==> config.mk <==
export PLATFORM = sky130hd
export DESIGN_NAME = seg7_scan_controller
export DESIGN_NICKNAME = d
export VERILOG_FILES = /design/src/rtl/seg7_pkg.sv /design/src/rtl/LEDdecoder.sv /design/src/rtl/seg7_scan_controller.sv
export SDC_FILE = /design/constraint.sdc
export NUM_CORES = 1
export LEC_CHECK = 0
export ABC_AREA = 1
export BUFFER_PORTS_ARGS = -buffer_cell sky130_fd_sc_hd__buf_2
export CORE_MARGIN = 4
export CORE_UTILIZATION = 25
export DETAILED_ROUTE_END_ITERATION = 16
export GPL_ROUTABILITY_DRIVEN = 0
export GPL_TIMING_DRIVEN = 1
export PLACE_DENSITY = 0.51
export SYNTH_ARGS = -nofsm -noshare
export SYNTH_HDL_FRONTEND = slang
export SYNTH_HIERARCHICAL = 1
export SYNTH_SLANG_ARGS = --single-unit
export TNS_END_PERCENT = 5
==> constraint.sdc <==
create_clock -name clk -period 5.2 [get_ports clk]
set_clock_uncertainty 0.15 [all_clocks]
set_input_delay 0.78 -clock clk [delete_from_list [all_inputs] [get_ports clk]]
set_output_delay 0.78 -clock clk [all_outputs]
set_load 0.01 [all_outputs]
==> src/rtl/seg7_pkg.sv <==
// rtl/seg7_pkg.sv - shared constants and helpers for the seven-segment scan controller
//
// Contents:
//   NDIGITS    number of multiplexed digits
//   NIB_W      width of one displayed nibble
//   AN_OFF     anode pattern with every digit dark (active-low anodes)
//   slot_e     phase of the current digit slot (dead time vs. lit)
//   an_onehot  active-low one-hot anode pattern for a digit index
package seg7_pkg;

    localparam int          NDIGITS = 4;
    localparam int          NIB_W   = 4;
    localparam logic [3:0]  AN_OFF  = 4'b1111;

    typedef enum logic {
        SLOT_BLANK = 1'b0,
        SLOT_SHOW  = 1'b1
    } slot_e;

    function automatic logic [3:0] an_onehot(input logic [1:0] idx);
        return ~(4'b0001 << idx);
    endfunction

endpackage

==> src/rtl/LEDdecoder.sv <==
// rtl/LEDdecoder.sv - hex nibble to seven-segment pattern decoder
//
// Ports:
//   nibble  in   4  hex value 0..F
//   seg     out  7  segment pattern {g,f,e,d,c,b,a}, active-low (0 lights a segment)
module LEDdecoder (
    input  logic [3:0] nibble,
    output logic [6:0] seg
);

    always_comb begin
        seg = 7'h7F;
        case (nibble)
            4'h0: seg = 7'h40;
            4'h1: seg = 7'h79;
            4'h2: seg = 7'h24;
            4'h3: seg = 7'h30;
            4'h4: seg = 7'h19;
            4'h5: seg = 7'h12;
            4'h6: seg = 7'h02;
            4'h7: seg = 7'h78;
            4'h8: seg = 7'h00;
            4'h9: seg = 7'h10;
            4'hA: seg = 7'h08;
            4'hB: seg = 7'h03;
            4'hC: seg = 7'h46;
            4'hD: seg = 7'h21;
            4'hE: seg = 7'h06;
            4'hF: seg = 7'h0E;
            default: seg = 7'h7F;
        endcase
    end

endmodule

==> src/rtl/seg7_scan_controller.sv <==
// rtl/seg7_scan_controller.sv - time-multiplexed 4-digit common-anode display driver
//
// Parameters:
//   PRESCALE  clock cycles per digit slot (>= 2)
//   BLANK     dead-time cycles at the start of each slot (1 <= BLANK < PRESCALE)
//
// Ports:
//   clk         in   1   system clock
//   resetn      in   1   asynchronous active-low reset
//   data_in     in   16  word to display, digit 0 = data_in[3:0] (rightmost)
//   load        in   1   strobe: capture data_in into the shadow register
//   blank_all   in   1   force all anodes off; counters keep running
//   pending     out  1   a loaded word is waiting for the next frame boundary
//   an          out  4   anode enables, active-low, one-hot-low or all ones
//   seg         out  7   decoder output for the current nibble
//   digit_sel   out  2   index of the current slot
//   frame_tick  out  1   one-cycle pulse in the first cycle of digit 0
module seg7_scan_controller
    import seg7_pkg::*;
#(
    parameter int PRESCALE = 8,
    parameter int BLANK    = 2
) (
    input  logic        clk,
    input  logic        resetn,
    input  logic [15:0] data_in,
    input  logic        load,
    input  logic        blank_all,
    output logic        pending,
    output logic [3:0]  an,
    output logic [6:0]  seg,
    output logic [1:0]  digit_sel,
    output logic        frame_tick
);

    localparam int                CNT_W   = (PRESCALE > 2) ? $clog2(PRESCALE) : 1;
    localparam logic [CNT_W-1:0]  CNT_MAX = CNT_W'(PRESCALE - 1);
    localparam logic [CNT_W-1:0]  BLANK_C = CNT_W'(BLANK);

    logic [CNT_W-1:0]  cnt, cnt_next;
    logic [1:0]        digit_sel_next;
    logic [15:0]       shadow, shadow_next;
    logic [15:0]       disp, disp_next;
    logic              pending_next;
    logic [NIB_W-1:0]  nibble, nibble_next;
    logic [3:0]        an_next;
    logic              frame_tick_next;
    logic              boundary;
    slot_e             slot_next;

    // Outputs are registered from next-state values so that an, nibble and
    // frame_tick line up with the cnt/digit_sel they describe in the same cycle.
    always_comb begin
        cnt_next        = cnt + 1'b1;
        digit_sel_next  = digit_sel;
        boundary        = 1'b0;
        shadow_next     = shadow;
        disp_next       = disp;
        pending_next    = pending;
        an_next         = AN_OFF;
        nibble_next     = '0;
        frame_tick_next = 1'b0;

        if (cnt == CNT_MAX) begin
            cnt_next       = '0;
            digit_sel_next = digit_sel + 2'd1;
            boundary       = (digit_sel == 2'(NDIGITS - 1));
        end

        if (load) begin
            shadow_next  = data_in;
            pending_next = 1'b1;
        end

        // Commit only at the frame boundary; a load on that very cycle goes
        // straight to the display so it is not held back a whole frame.
        if (boundary) begin
            if (load) begin
                disp_next = data_in;
            end else if (pending) begin
                disp_next = shadow;
            end
            pending_next = 1'b0;
        end

        slot_next = (cnt_next < BLANK_C) ? SLOT_BLANK : SLOT_SHOW;
        if (!blank_all && slot_next == SLOT_SHOW) begin
            an_next = an_onehot(digit_sel_next);
        end

        // Nibble follows the slot from its first cycle, so it has settled
        // through the decoder before the anode turns on.
        case (digit_sel_next)
            2'd0:    nibble_next = disp_next[3:0];
            2'd1:    nibble_next = disp_next[7:4];
            2'd2:    nibble_next = disp_next[11:8];
            default: nibble_next = disp_next[15:12];
        endcase

        frame_tick_next = boundary;
    end

    always_ff @(posedge clk or negedge resetn) begin
        if (!resetn) begin
            cnt        <= '0;
            digit_sel  <= '0;
            shadow     <= '0;
            disp       <= '0;
            pending    <= 1'b0;
            an         <= AN_OFF;
            nibble     <= '0;
            frame_tick <= 1'b0;
        end else begin
            cnt        <= cnt_next;
            digit_sel  <= digit_sel_next;
            shadow     <= shadow_next;
            disp       <= disp_next;
            pending    <= pending_next;
            an         <= an_next;
            nibble     <= nibble_next;
            frame_tick <= frame_tick_next;
        end
    end

    LEDdecoder u_decoder (
        .nibble (nibble),
        .seg    (seg)
    );

endmodule

[Word-level counts from Yosys, hierarchy flattened]
Memory sizes are Yosys's and may differ from the RTL's.
Cells that the tools add are included.
Storage, ports and cells
  flip-flop bits (word level): 47
  ROM bits: 112
  bits of input ports: 20
  output and inout port bits: 15
  memories kept: 1
Memories
  (no name shown): words 16, bits a word 7, read ports 1, clocked after Yosys merged registers in 0, write ports 0, line LEDdecoder.sv:13  | case (nibble)
Cells by class
  add/subtract/negate cells: 2
  magnitude comparators: 1
  equality and inequality tests: 4
  shift operators: 1
  mux-type cells: 11
  bitwise operators: 1
  reduce and logical (&&, ||, !) cells: 4
Operator list (count)
  16-bit 2-to-1 mux: 3
  4-bit case mux with 3 select lines: 1
  2-bit equality test, second input constant: 2
  1-bit 2-to-1 mux: 4
  4-bit 2-to-1 mux: 1
  4-bit NOT: 1
  1-bit by 2-bit << shifter with 4-bit output, first input constant: 1
  3-bit by 1-bit adder with 3-bit output, second input constant: 1
  3-bit equality test, second input constant: 1
  3-bit by 2-bit less-than comparator with 1-bit output, second input constant: 1
  3-bit 2-to-1 mux: 1
  2-bit by 1-bit adder with 2-bit output, second input constant: 1
  2-bit by 1-bit equality test with 1-bit output, second input constant: 1
  2-bit zero test: 1
  2-bit 2-to-1 mux: 1
  2-bit nonzero test: 1
  1-bit logical AND: 1
  1-bit zero test: 1

[Logic depth before layout (Yosys ltp)]
  word-level depth: 6
  gate-level depth with buffers: 10

[Cells and area by module]
Netlist, hierarchy kept.
By module, submodules not included
  seg7_scan_controller: instances 1, cells an instance 237, area each 2098.3 um2, sequential area each 1181.1 um2
  LEDdecoder: instances 1, cells an instance 49, area each 274.0 um2, sequential area each 0.0 um2

[Worst setup path after synthesis]
OpenSTA, ideal clock, no wires.
  path type: reg-to-output
  start point: register nibble[0]
  end point: output port seg[2]
  data arrival time: 1022 ps
  setup slack: 3248 ps
  stages on the path, launching flop included: 5
  cells stage by stage: dfrtp_1 -> inv_1 -> ha_1 -> nand2_1 -> o21ai_0
On the way
  longest elaborated chain between the ends: 1
RTL lines
  start: declaration: line seg7_scan_controller.sv:45  | logic [NIB_W-1:0] nibble, nibble_next;
  start signal: assignment: line seg7_scan_controller.sv:120  | nibble <= nibble_next;
  memory 16 x 7 bit
  end: declaration: line seg7_scan_controller.sv:31  | output logic [6:0] seg,
Every way passes these cells.

[Worst setup path after layout]
  start point: register nibble[0]
  end point: output port seg[3]
Same word-level chain as after synthesis.

==> implementation parameters <==
Parameter                              Value

Yosys
  Post-Syn Area ... 2372 µm²
  Syn_area_per_cell ... 8.295 µm²
  Net count of the mapped netlist ... 317
  Post-synthesis sequential element count ... 47
  Dominant cell type by area after synthesis ... dfrtp_1
  Warnings from Yosys ... 6
  Gate count after technology mapping ... 286
  Post-synthesis sequential area ratio ... 0.4979
  Synth cell types ... 23
  Synth area leaders ... dfrtp_1 45%, nand2_1 19%, inv_1 6.6%
  Fraction of post-synthesis cell area in the top cell type by area ... 0.4536

Finish
  Most frequent standard cell in the layout excluding fill and tap cells ... nand2_1
  Final-stage net count ... 351
  Seq. cell area ... 1181 µm²
  Multi-input gate area in the final layout ... 939.7 µm²
  Area of all placed cells without fillers ... 2768 µm²
  Area overhead of the layout relative to synthesis ... 16.67%
  Fill cell count ... 983
  Commonest cells after routing, fill and taps aside ... 117 x nand2_1, 43 x dfrtp_1, 42 x inv_1, 34 x buf_2, 19 x nand3_1
  Inserted Diodes ... 0
  Share of final-layout standard cells stronger than drive strength 1 ... 0.2118

Die
  Area of the die ... 11,110 µm²
  Count of pins on the block boundary ... 35
  Die Y ... 105.4 µm
  Horizontal die dimension ... 105.4 µm
  Number of cell rows ... 35
  Core area ... 9240 µm²
  Initial Utilization ... 0.2567

Route
  Routed Wire Length ... 4.676 mm
  Routed len/inst ... 10.39 µm
  Count of antenna-violating nets left after detailed routing ... 0
  First drt pass iteration count ... 4
  Via/cell ratio ... 3.864
  Post-route DRC ... 0
  DRT iter0 DRCs ... 56
  Via count ... 1,739

Worst setup path
  Family of cells with the greatest summed delay on the critical path ... flip-flops
  Worst Path Buf+Inv ... 2
  Launch point of the worst reg-to-reg path ... cnt[0]$_DFF_PN0_
  Category of the critical setup timing path ... reg -> out
  Worst-path maximum fanout ... 5
  Required time at the endpoint of the critical path ... 4.27 ns
  Delay contributed by the slowest stage of the critical path ... 0.44 ns
  Critical R2R Capture ... nibble[2]$_DFF_PN0_
  Critical path depth in cells ... 6
  R2R depth ... 7
  Worst Setup SP ... nibble[0]$_DFF_PN0_
  Crit path launch type ... flop
  FF-to-FF setup slack ... 3.32 ns
  Kind of end point of the critical path ... output port
  List of cells traversed by the critical path ... inv_1, ha_1, nand2_1, nand3_1, nand2_1, buf_2
  Critical path arrival ... 1.53 ns
  Most frequent cell on the critical path ... nand2_1
  Worst path slowest cell ... dfrtp_1
  CP Capture Point ... seg[3]

Power
  Areal power density over the cells ... 293.2 nW/µm²
  Total leakage power ... 0.001494 µW
  IR Drop Worst-Case VDD ... 0.0001113 V

CTS
  Number of hold buffers added after CTS ... 0
  Clock tree from TritonCTS ... done
  Clk Tree Root Cell ... clkbuf_8
  Number of buffers created by CTS ... 5
  Number of sinks on the clock net ... 47
  Maximum root-to-sink buffer count ... 2
  Resized Gates After CTS ... 0
  Setup fix buffers added after clock tree synthesis ... 0
  H-Tree Depth ... 2
  Clk Latency, worst-skew pair ... 0.30 ns
  Clock transition at the registers of the reported paths ... 0.09 ns

Run status
  Status ... completed

Worst hold path
  Worst hold stages ... 1
  Hold wc startpoint ... cnt[0]$_DFF_PN0_
  Type of the worst min-delay path ... reg -> reg

Global routing
  Overall routing resource usage ... 0.08992
  Global-route wire length before repair ... 8.148 mm
  Antenna violations before repair ... 0
  Largest net degree at the start of global routing ... 48
  Overflow left after global routing ... 0
  Via count of the first global-routing pass ... 1,701

Timing
  Hold_ws ... 0.2858 ns
  Endpoints failing setup ... 0
  Final WS setup ... 2.741 ns
  Fin. max-slew vios ... 0
  Worst-case headroom to the max-slew limit ... 0.3158
  Setup repair after global routing missed its margin ... no
  Transition time of the tightest slew-check pin ... 1.026 ns
  Peak Freq ... 0.4066 GHz
  Count of endpoints failing hold in the final timing report ... 0
  Fraction of the cycle the final worst path needs ... 0.4730
  Setup TNS after final layout ... 0 ns
  Min Tclk post-route ... 2.460 ns

Run
  Number of maximum-capacitance violations ... 0

Place
  Half-perimeter wire length of the detailed placement result ... 3.567 mm
  Total of buffers placed on input and output ports ... 34
  DP Area ... 2631 µm²
  Post-Place Setup Slack ... 3.047 ns
## where the power goes
group	internal [µW]	leakage (µW)	total, µW	switching, µW
Sequential	390	0.000546	402	12.3
Clock	192	0.0000644	314	122
Combinational	36.3	0.000883	95.7	59.4
Total	618	0.00149	811	194
## layout make-up
cell class                 instances  share of cell area
clock buffer                       5             0.02486
clock inverter                     3             0.02441
inverter                          45             0.06465
multi-input combinational        187              0.3395
sequential                        47              0.4268
tap                              129             0.05832
timing repair buffer              34             0.06148
## cells by family (layout without fill, tap and decap cells)
logic type | count (synthesis) | after routing | synth area share
fa+ha+maj | 11 | 11 | 0.05802
simple gates | 172 | 172 | 0.3281
flops | 47 | 47 | 0.4979
buf+inv | 52 | 87 | 0.1060
compound gates | 4 | 4 | 0.01002
## routing by layer
layer | part of all wire | GRT usage
met5 | 0 | 0
met4 | 0.0045 | 0.02437
met3 | 0.044 | 0.02572
met2 | 0.45 | 0.1339
met1 | 0.51 | 0.1271
## registers in the layout, summed over array words and instances, names as in the netlist
name and count:
disp 16, cnt 3, pending 1, shadow 16, digit_sel 2, frame_tick 1, an 4, nibble 4
## cells in the mapped netlist
cell type	number
buf_6	6
inv_4	1
inv_1	42
nand2_2	12
nand2_1	117
nand4_1	5
ha_1	11
dfstp_2	4
inv_2	1
nor2_4	1
dfrtp_1	43
buf_2	1
nor2_2	2
o21ai_2	1
nor2_8	1
and2_1	9
a21oi_1	1
nand3_1	19
nand2_4	2
inv_8	1
nor2_1	4
o21ai_0	1
o21ai_1	1
## how the worst min path moves through the flow
stage                             to  slack, ns
floorplan           cnt[0]$_DFF_PN0_       0.25
global placement    cnt[0]$_DFF_PN0_       0.27
detailed placement  cnt[0]$_DFF_PN0_       0.28
CTS                 cnt[0]$_DFF_PN0_       0.29
global route        cnt[0]$_DFF_PN0_       0.31
finish              cnt[0]$_DFF_PN0_       0.29
## through the flow
stage / instances / utilization / total power (µW)
floorplan: 286 / - / 474.3
global placement: 442 / 0.2848 / 505.1
detailed placement: 442 / 0.2848 / 507.1
CTS: 450 / 0.2995 / 828.6
global route: 450 / 0.2995 / 861.5
finish: 450 / 0.2995 / 811.4
(Power assumes the default switching activity.)
